<file path="src/rtl/imem_arbiter_pkg.sv">
// Shared types for the instruction-fetch arbiter and its round-robin picker.
package imem_arbiter_pkg;

  typedef logic [31:0] word_t;

  typedef enum logic [1:0] {
    FREE   = 2'd0,
    BUSY   = 2'd1,
    ACCESS = 2'd2,
    ERROR  = 2'd3
  } ramstate_t;

  typedef enum logic {
    IA_IDLE  = 1'b0,
    IA_FETCH = 1'b1
  } iarb_state_t;

  // Index width for an n-way requester vector; never narrower than one bit.
  function automatic int idx_w(input int n);
    return (n > 1) ? $clog2(n) : 1;
  endfunction

endpackage

</file>
<file path="src/rtl/imem_arbiter_rr_pick.sv">
// Combinational round-robin selector: first set request after the last winner.
module rr_pick
  import imem_arbiter_pkg::*;
#(
  parameter int CPUS  = 2,
  parameter int IDX_W = idx_w(CPUS)
) (
  input  logic [CPUS-1:0]  req_i,
  input  logic [IDX_W-1:0] last_i,
  output logic [IDX_W-1:0] grant_o,
  output logic             valid_o
);

  logic [IDX_W-1:0] idx;

  always_comb begin
    grant_o = '0;
    valid_o = 1'b0;
    idx     = '0;
    // Start one past the previous winner so the last-served core has lowest priority.
    for (int k = 1; k <= CPUS; k++) begin
      idx = IDX_W'((int'(last_i) + k) % CPUS);
      if (!valid_o && req_i[idx]) begin
        valid_o = 1'b1;
        grant_o = idx;
      end
    end
  end

endmodule

</file>
<file path="src/rtl/imem_arbiter.sv">
// Memory-side responder for per-core icache fetches sharing one RAM read port.
module imem_arbiter
  import imem_arbiter_pkg::*;
#(
  parameter int CPUS = 2
) (
  input  logic                 CLK,
  input  logic                 nRST,
  input  logic [CPUS-1:0]      iREN,
  input  word_t [CPUS-1:0]     iaddr,
  output logic [CPUS-1:0]      iwait,
  output word_t [CPUS-1:0]     iload,
  input  logic                 dbusy,
  output logic                 ramREN,
  output word_t                ramaddr,
  input  word_t                ramload,
  input  ramstate_t            ramstate
);

  localparam int IDX_W = idx_w(CPUS);

  iarb_state_t      state_q, state_d;
  logic [IDX_W-1:0] grant_q, grant_d;
  logic [IDX_W-1:0] last_q,  last_d;
  logic [IDX_W-1:0] pick_idx;
  logic             pick_vld;

  rr_pick #(
    .CPUS  (CPUS),
    .IDX_W (IDX_W)
  ) u_pick (
    .req_i   (iREN),
    .last_i  (last_q),
    .grant_o (pick_idx),
    .valid_o (pick_vld)
  );

  always_ff @(posedge CLK or negedge nRST) begin
    if (!nRST) begin
      state_q <= IA_IDLE;
      grant_q <= '0;
      last_q  <= IDX_W'(CPUS - 1);
    end else begin
      state_q <= state_d;
      grant_q <= grant_d;
      last_q  <= last_d;
    end
  end

  always_comb begin
    state_d = state_q;
    grant_d = grant_q;
    last_d  = last_q;
    ramREN  = 1'b0;
    ramaddr = '0;
    iwait   = '1;
    iload   = '0;
    case (state_q)
      IA_IDLE: begin
        // Data traffic only blocks the start of a fetch, never one in flight.
        if (!dbusy && pick_vld) begin
          grant_d = pick_idx;
          state_d = IA_FETCH;
        end
      end
      IA_FETCH: begin
        ramREN  = 1'b1;
        ramaddr = iaddr[grant_q];
        // A withdrawn request wins over a coincident ACCESS: nothing is released.
        if (!iREN[grant_q]) begin
          state_d = IA_IDLE;
        end else if (ramstate == ACCESS) begin
          iwait[grant_q] = 1'b0;
          iload[grant_q] = ramload;
          last_d         = grant_q;
          state_d        = IA_IDLE;
        end
      end
      default: state_d = IA_IDLE;
    endcase
  end

endmodule
</file>
<file path="config.mk">
export PLATFORM = sky130hd
export DESIGN_NAME = imem_arbiter
export DESIGN_NICKNAME = d
export VERILOG_FILES = /design/src/rtl/imem_arbiter_pkg.sv /design/src/rtl/imem_arbiter_rr_pick.sv /design/src/rtl/imem_arbiter.sv
export SDC_FILE = /design/constraint.sdc
export NUM_CORES = 1
export LEC_CHECK = 0
export ABC_AREA = 1
export CELL_PAD_IN_SITES_DETAIL_PLACEMENT = 2
export CELL_PAD_IN_SITES_GLOBAL_PLACEMENT = 2
export CORE_MARGIN = 4
export CORE_UTILIZATION = 10
export DETAILED_ROUTE_END_ITERATION = 8
export PLACE_DENSITY_LB_ADDON = 0.1
export SYNTH_ARGS = -nofsm -noshare
export SYNTH_HDL_FRONTEND = slang
export SYNTH_HIERARCHICAL = 1
export SYNTH_SLANG_ARGS = --single-unit
export TNS_END_PERCENT = 10
</file>
<file path="constraint.sdc">
create_clock -name CLK -period 1.5 [get_ports CLK]
set_input_delay 0.375 -clock CLK [delete_from_list [all_inputs] [get_ports CLK]]
set_output_delay 0.375 -clock CLK [all_outputs]
set_load 0.01 [all_outputs]
</file>
== Word level (Yosys, flattened, before mapping) ==
Cells that the tools add are included.

* Register bits after elaboration: 3
* Latch bits: 0
* Memory bits (writable): 0
* Memory bits (read-only): 0
* Word-level logic and storage cells: 48
* Memories kept: 0

* $add $sub $neg: 2
* $mul: 0
* Div/mod/pow operators: 0
* Order comparisons: 4
* Equality and inequality tests: 1
* Shifts and indexed selects: 0
* Muxes and demuxes: 28
* Bitwise gates (word level): 3
* Reductions and logical operators: 7

{| class="wikitable"
|+ Operator list
! operator !! count
|-
| 64-bit 2-to-1 mux || 3
|-
| 32-bit 2-to-1 mux || 4
|-
| 64-bit bitwise AND || 1
|-
| 32-bit demux with 1-bit select || 1
|-
| 1-bit 2-to-1 mux || 15
|-
| 1-bit by 2-bit < comparator with 1-bit output, second input constant || 3
|-
| 2-bit 2-to-1 mux || 3
|-
| 1-bit logical AND || 3
|-
| 3-bit AND reduction || 1
|-
| 1-bit adder, second input constant || 2
|-
| 2-bit equality test, second input constant || 1
|-
| 1-bit logical NOT || 2
|-
| 2-bit inverter || 1
|-
| 1-bit one-hot mux with 2 select lines || 1
|-
| 2-bit AND reduction || 1
|-
| 1-bit demux with 1-bit select || 1
|-
| 1-bit greater-or-equal comparator, second input constant || 1
|-
| 1-bit inverter || 1
|}

== Longest topological paths before layout ==
* Depth after elaboration: 10
* Gate-level depth with buffers: 7

== Cells and area by module ==
The synthesis kept the hierarchy.

{| class="wikitable"
|+ Modules (own cells, without submodules)
! module !! instances !! cells an instance !! area an instance (um^2)
|-
| imem_arbiter || 1 || 230 || 1081.0
|-
| rr_pick || 1 || 3 || 15.0
|}

== Least setup slack after synthesis ==
Ideal clock, no wire load.

* Path kind: register to output
* From: register state_q
* To: output iload[23] (netlist name)
* Data arrival time: 1134 ps
* Data required time: 1125 ps
* Slack: -9 ps
* Stages on the path, launching flop included: 6
* Path buffers: 1
* Cells stage by stage: dfrtp_1 > inv_2 > nor2_8 > nand3_4 > buf_6 > nor2_1

{| class="wikitable"
|+ RTL lines
! what !! line !! text
|-
| from (decl) || imem_arbiter.sv:22 || <nowiki>iarb_state_t state_q, state_d;</nowiki>
|-
| from (signal assigned) || imem_arbiter.sv:44 || <nowiki>state_q <= state_d;</nowiki>
|-
| to (decl) || imem_arbiter.sv:12 || <nowiki>output word_t [CPUS-1:0] iload,</nowiki>
|}

==> qor.txt <==
Class of the most critical hold timing path: primary input to async pin
Library cells used by synthesis: 17
GR peak layer: met2
Total routed wirelength: 9178 µm
Number of top-level pins: 202
Internal power of the cells: 1.276 mW
Crit path kind: register to output port
Count of mapped cells out of synthesis: 233
Final cycle utilization of the critical path: 122.3%
Sinks on Clock Net: 3
Largest family of logic cells by synthesized area: simple AND/OR/NAND/NOR gates
Endpoint required time on the critical path: 1.12 ns
Number of slew-limit violations in the final report: 0
Maximum level of the CTS H-tree: 1
Wire length of the first global-routing pass: 13,920 µm
CTS Hold Buffers Added: 0
Placer's final routability congestion estimate: 0.7701
CP Cell Sequence: inv_2, buf_12, buf_6, nand3_4, buf_12, nor2_2, buf_2
Net switching power figure: 981.9 µW
Detail Route Antenna Nets: 0
Fraction of layout cells with a size suffix above 1: 38.98%
Top achievable clock speed: 0.5449 GHz
CTS Buf Count: 3
Relative slew slack: 87.23%
Final Net Count: 553
Total grt overflow: 0
Unrepaired setup endpoints after global routing: yes
Post-Syn Area: 1096 µm²
Number of antenna violations at the first check in global routing: 0
Max cap viols: 0
WHS: 0.3522 ns
Number of buffer cells added on primary ports: 201
Clk pwr share: 10.6%
Peak per-stage delay on the critical path: 0.43 ns
Average instance area after synthesis: 4.704 µm²
Largest voltage drop on the vdd net: 0.3901 mV
Endpoint kind of the worst setup timing path: output port
Critical Path Source Type: register
Failing checks: setup timing
Post-synthesis cell type with the largest combined area: nor2_1
P&R area growth vs syn: 199.8%
Power density over the cells: 687.3 nW/µm²
Clock root buffer: clkbuf_8
Total die area: 12,700 µm²
Simple logic cell fraction of the synthesized area: 54.79%
Count of state elements after synthesis: 3
Most common cell on crit path: buf_12
Synth Area in Adders: 0%
Overall die width: 112.7 µm
Met1 Usage GRT: 14.83%
Top cell type's share of synthesized area: 42.12%
Buffers from clock root to sink, at most: 2
Synth top area cells: nor2_1 42%, o21ai_0 15%, inv_1 12%, buf_6 6.2%, dfrtp_1 4.6%
Largest net degree at the start of global routing: 26
TritonRoute pass-1 iters: 3
Placeable Area: 10,510 µm²
Drt initial violations: 70
Slew @ Worst Pin: 0.1896 ns
Outcome: complete, but fails checks
Chip Height: 112.7 µm
Vias per Instance: 3.920
Worst Clk Skew: 0.005662 ns
Syn Nets: 336
Sw Ratio: 43.48%
Yosys warns: 6
Flop pwr share: 6.7%
Site row count: 37
Static leakage power: 1.771 nW
Worst reg2reg setup slack: 0.32 ns
Global-route track usage on met3: 4.064%
Via count of the first global-routing pass: 2,479
PnR worst setup slack: -0.3352 ns
Count of antenna diodes in the layout: 0
Insertion delay of the later-clocked pin in the worst-skew pair: 0.22 ns
Final setup violation count: 98
Worst-path clk slew: 0.03 ns
Initial cell density of the core: 10.43%
Via total after detailed routing: 2,293
WL/cell: 15.69 µm
GRT Total Usage: 13.55%
Placed wire-length estimate after detailed placement: 7420 µm
Crit path max fanout: 25
XOR/XNOR Fraction of Synth Area: 0%
Arrival @ worst endpoint: 1.46 ns
Combinational fraction of design power: 82.7%
Clock tree from TritonCTS: yes
Slowest cell on the critical path: dfrtp_2
Post-synthesis sequential area ratio: 6.963%
Mux share of post-synthesis cell area: 0%
Final hold viol count: 0
Met2 global-route usage: 26.46%
Post-synthesis compound-gate area fraction: 15.53%
Number of remaining DRC errors: 0
Final period demand of the worst path: 1.835 ns
Post-route total power: 2.258 mW
[cells in the mapped netlist, drive strengths merged]
cell type / n
nor2: 129
inv: 37
buf: 10
clkbuf: 6
dfrtp: 2
nand3b: 1
dfstp: 1
or2: 1
nand2: 9
nand3: 3
o21ai: 33
a21oi: 1
[worst paths after layout]
kind                          from  endpoint  cells after the start
max                        grant_q  iload[0]                      7
min                           nRST   grant_q                      1
max reg2reg                grant_q    last_q                      8
min reg2reg                 last_q    last_q                      2
max in group asynchronous     nRST    last_q                      1
min in group CLK            last_q    last_q                      2
[sequential cells by signal, indices dropped and copies added (netlist names)]
signal / flops
last_q: 1
grant_q: 1
state_q: 1
[critical path, delay by kind of cell, from the launching register on]
family / cells / cell delay, ns
buffers and inverters: 5 / 0.60
flip-flops: 1 / 0.43
AND/OR/NAND/NOR: 2 / 0.20
[metal layers]
metal	part of all wire, %	routed length [µm]
met5	0	0
met4	0.87	80
met3	8.2	757
met2	54	4913
met1	37	3428
[timing repair]
item / 4_1_cts / 5_1_grt
setup buffers: 8 / 3
resized for setup: 428 / 58
pin swaps: 11 / 13
setup endpoints to repair: 99 / 98
cloned: 2 / 1
[layout by cell type, fill, tap and decap left out]
master,count
nand3_4,2
o21ai_2,11
inv_2,3
buf_8,3
dlygate4sd2_1,3
buf_4,11
nor2_1,104
buf_6,12
clkdlybuf4s50_1,98
clkbuf_1,1
nand2_1,8
nor2_8,1
nand2_2,1
o21ai_1,8
dfrtp_2,2
inv_1,34
dfstp_2,1
clkbuf_2,1
nor2_4,6
nor2_2,18
buf_2,89
buf_16,2
nand3b_1,1
clkbuf_16,1
or2_1,1
buf_12,8
o21ai_0,14
nand3_1,1
clkbuf_8,3
a21oi_1,1
[power groups by stage]
| stage | sequential [mW] | clock (mW) | combinational [mW] |
|---|---|---|---|
| floorplan | 0.137 | 0 | 0.640 |
| global placement | 0.146 | 0 | 1.65 |
| detailed placement | 0.147 | 0 | 1.67 |
| CTS | 0.149 | 0.242 | 1.75 |
| global route | 0.156 | 0.262 | 2.05 |
| finish | 0.152 | 0.239 | 1.87 |
[kinds of logic after synthesis]
kind of cell           after synthesis
AOI/OAI and AO/OA                   34
buffers and inverters               53
DFF                                  3
and+or+nand+nor                    143
[stage by stage]
stage | utilization [%] | setup WS [ns] | area (µm²) | setup TNS, ns | instances
3_5_place_dp | 31.68 | -1.046 | 3329 | -76.22 | 567
4_1_cts | 30.06 | -0.4455 | 3159 | -26.59 | 581
6_report | 31.27 | -0.3352 | 3286 | -24.48 | 585
2_1_floorplan | - | 0.02389 | 1097 | 0 | 233
3_3_place_gp | 31.68 | -0.9934 | 3329 | -74.56 | 567
5_1_grt | 31.27 | -0.4154 | 3286 | -31.24 | 585
[layout make-up]
class / count / area (µm²)
Fill cell: 1260 / 7223
Timing Repair Buffer: 228 / 1961
Multi-Input combinational cell: 177 / 892.1
Tap cell: 136 / 170.2
Inverter: 37 / 138.9
Sequential cell: 3 / 78.83
Clock buffer: 4 / 45.04
(Power assumes the default switching activity.)
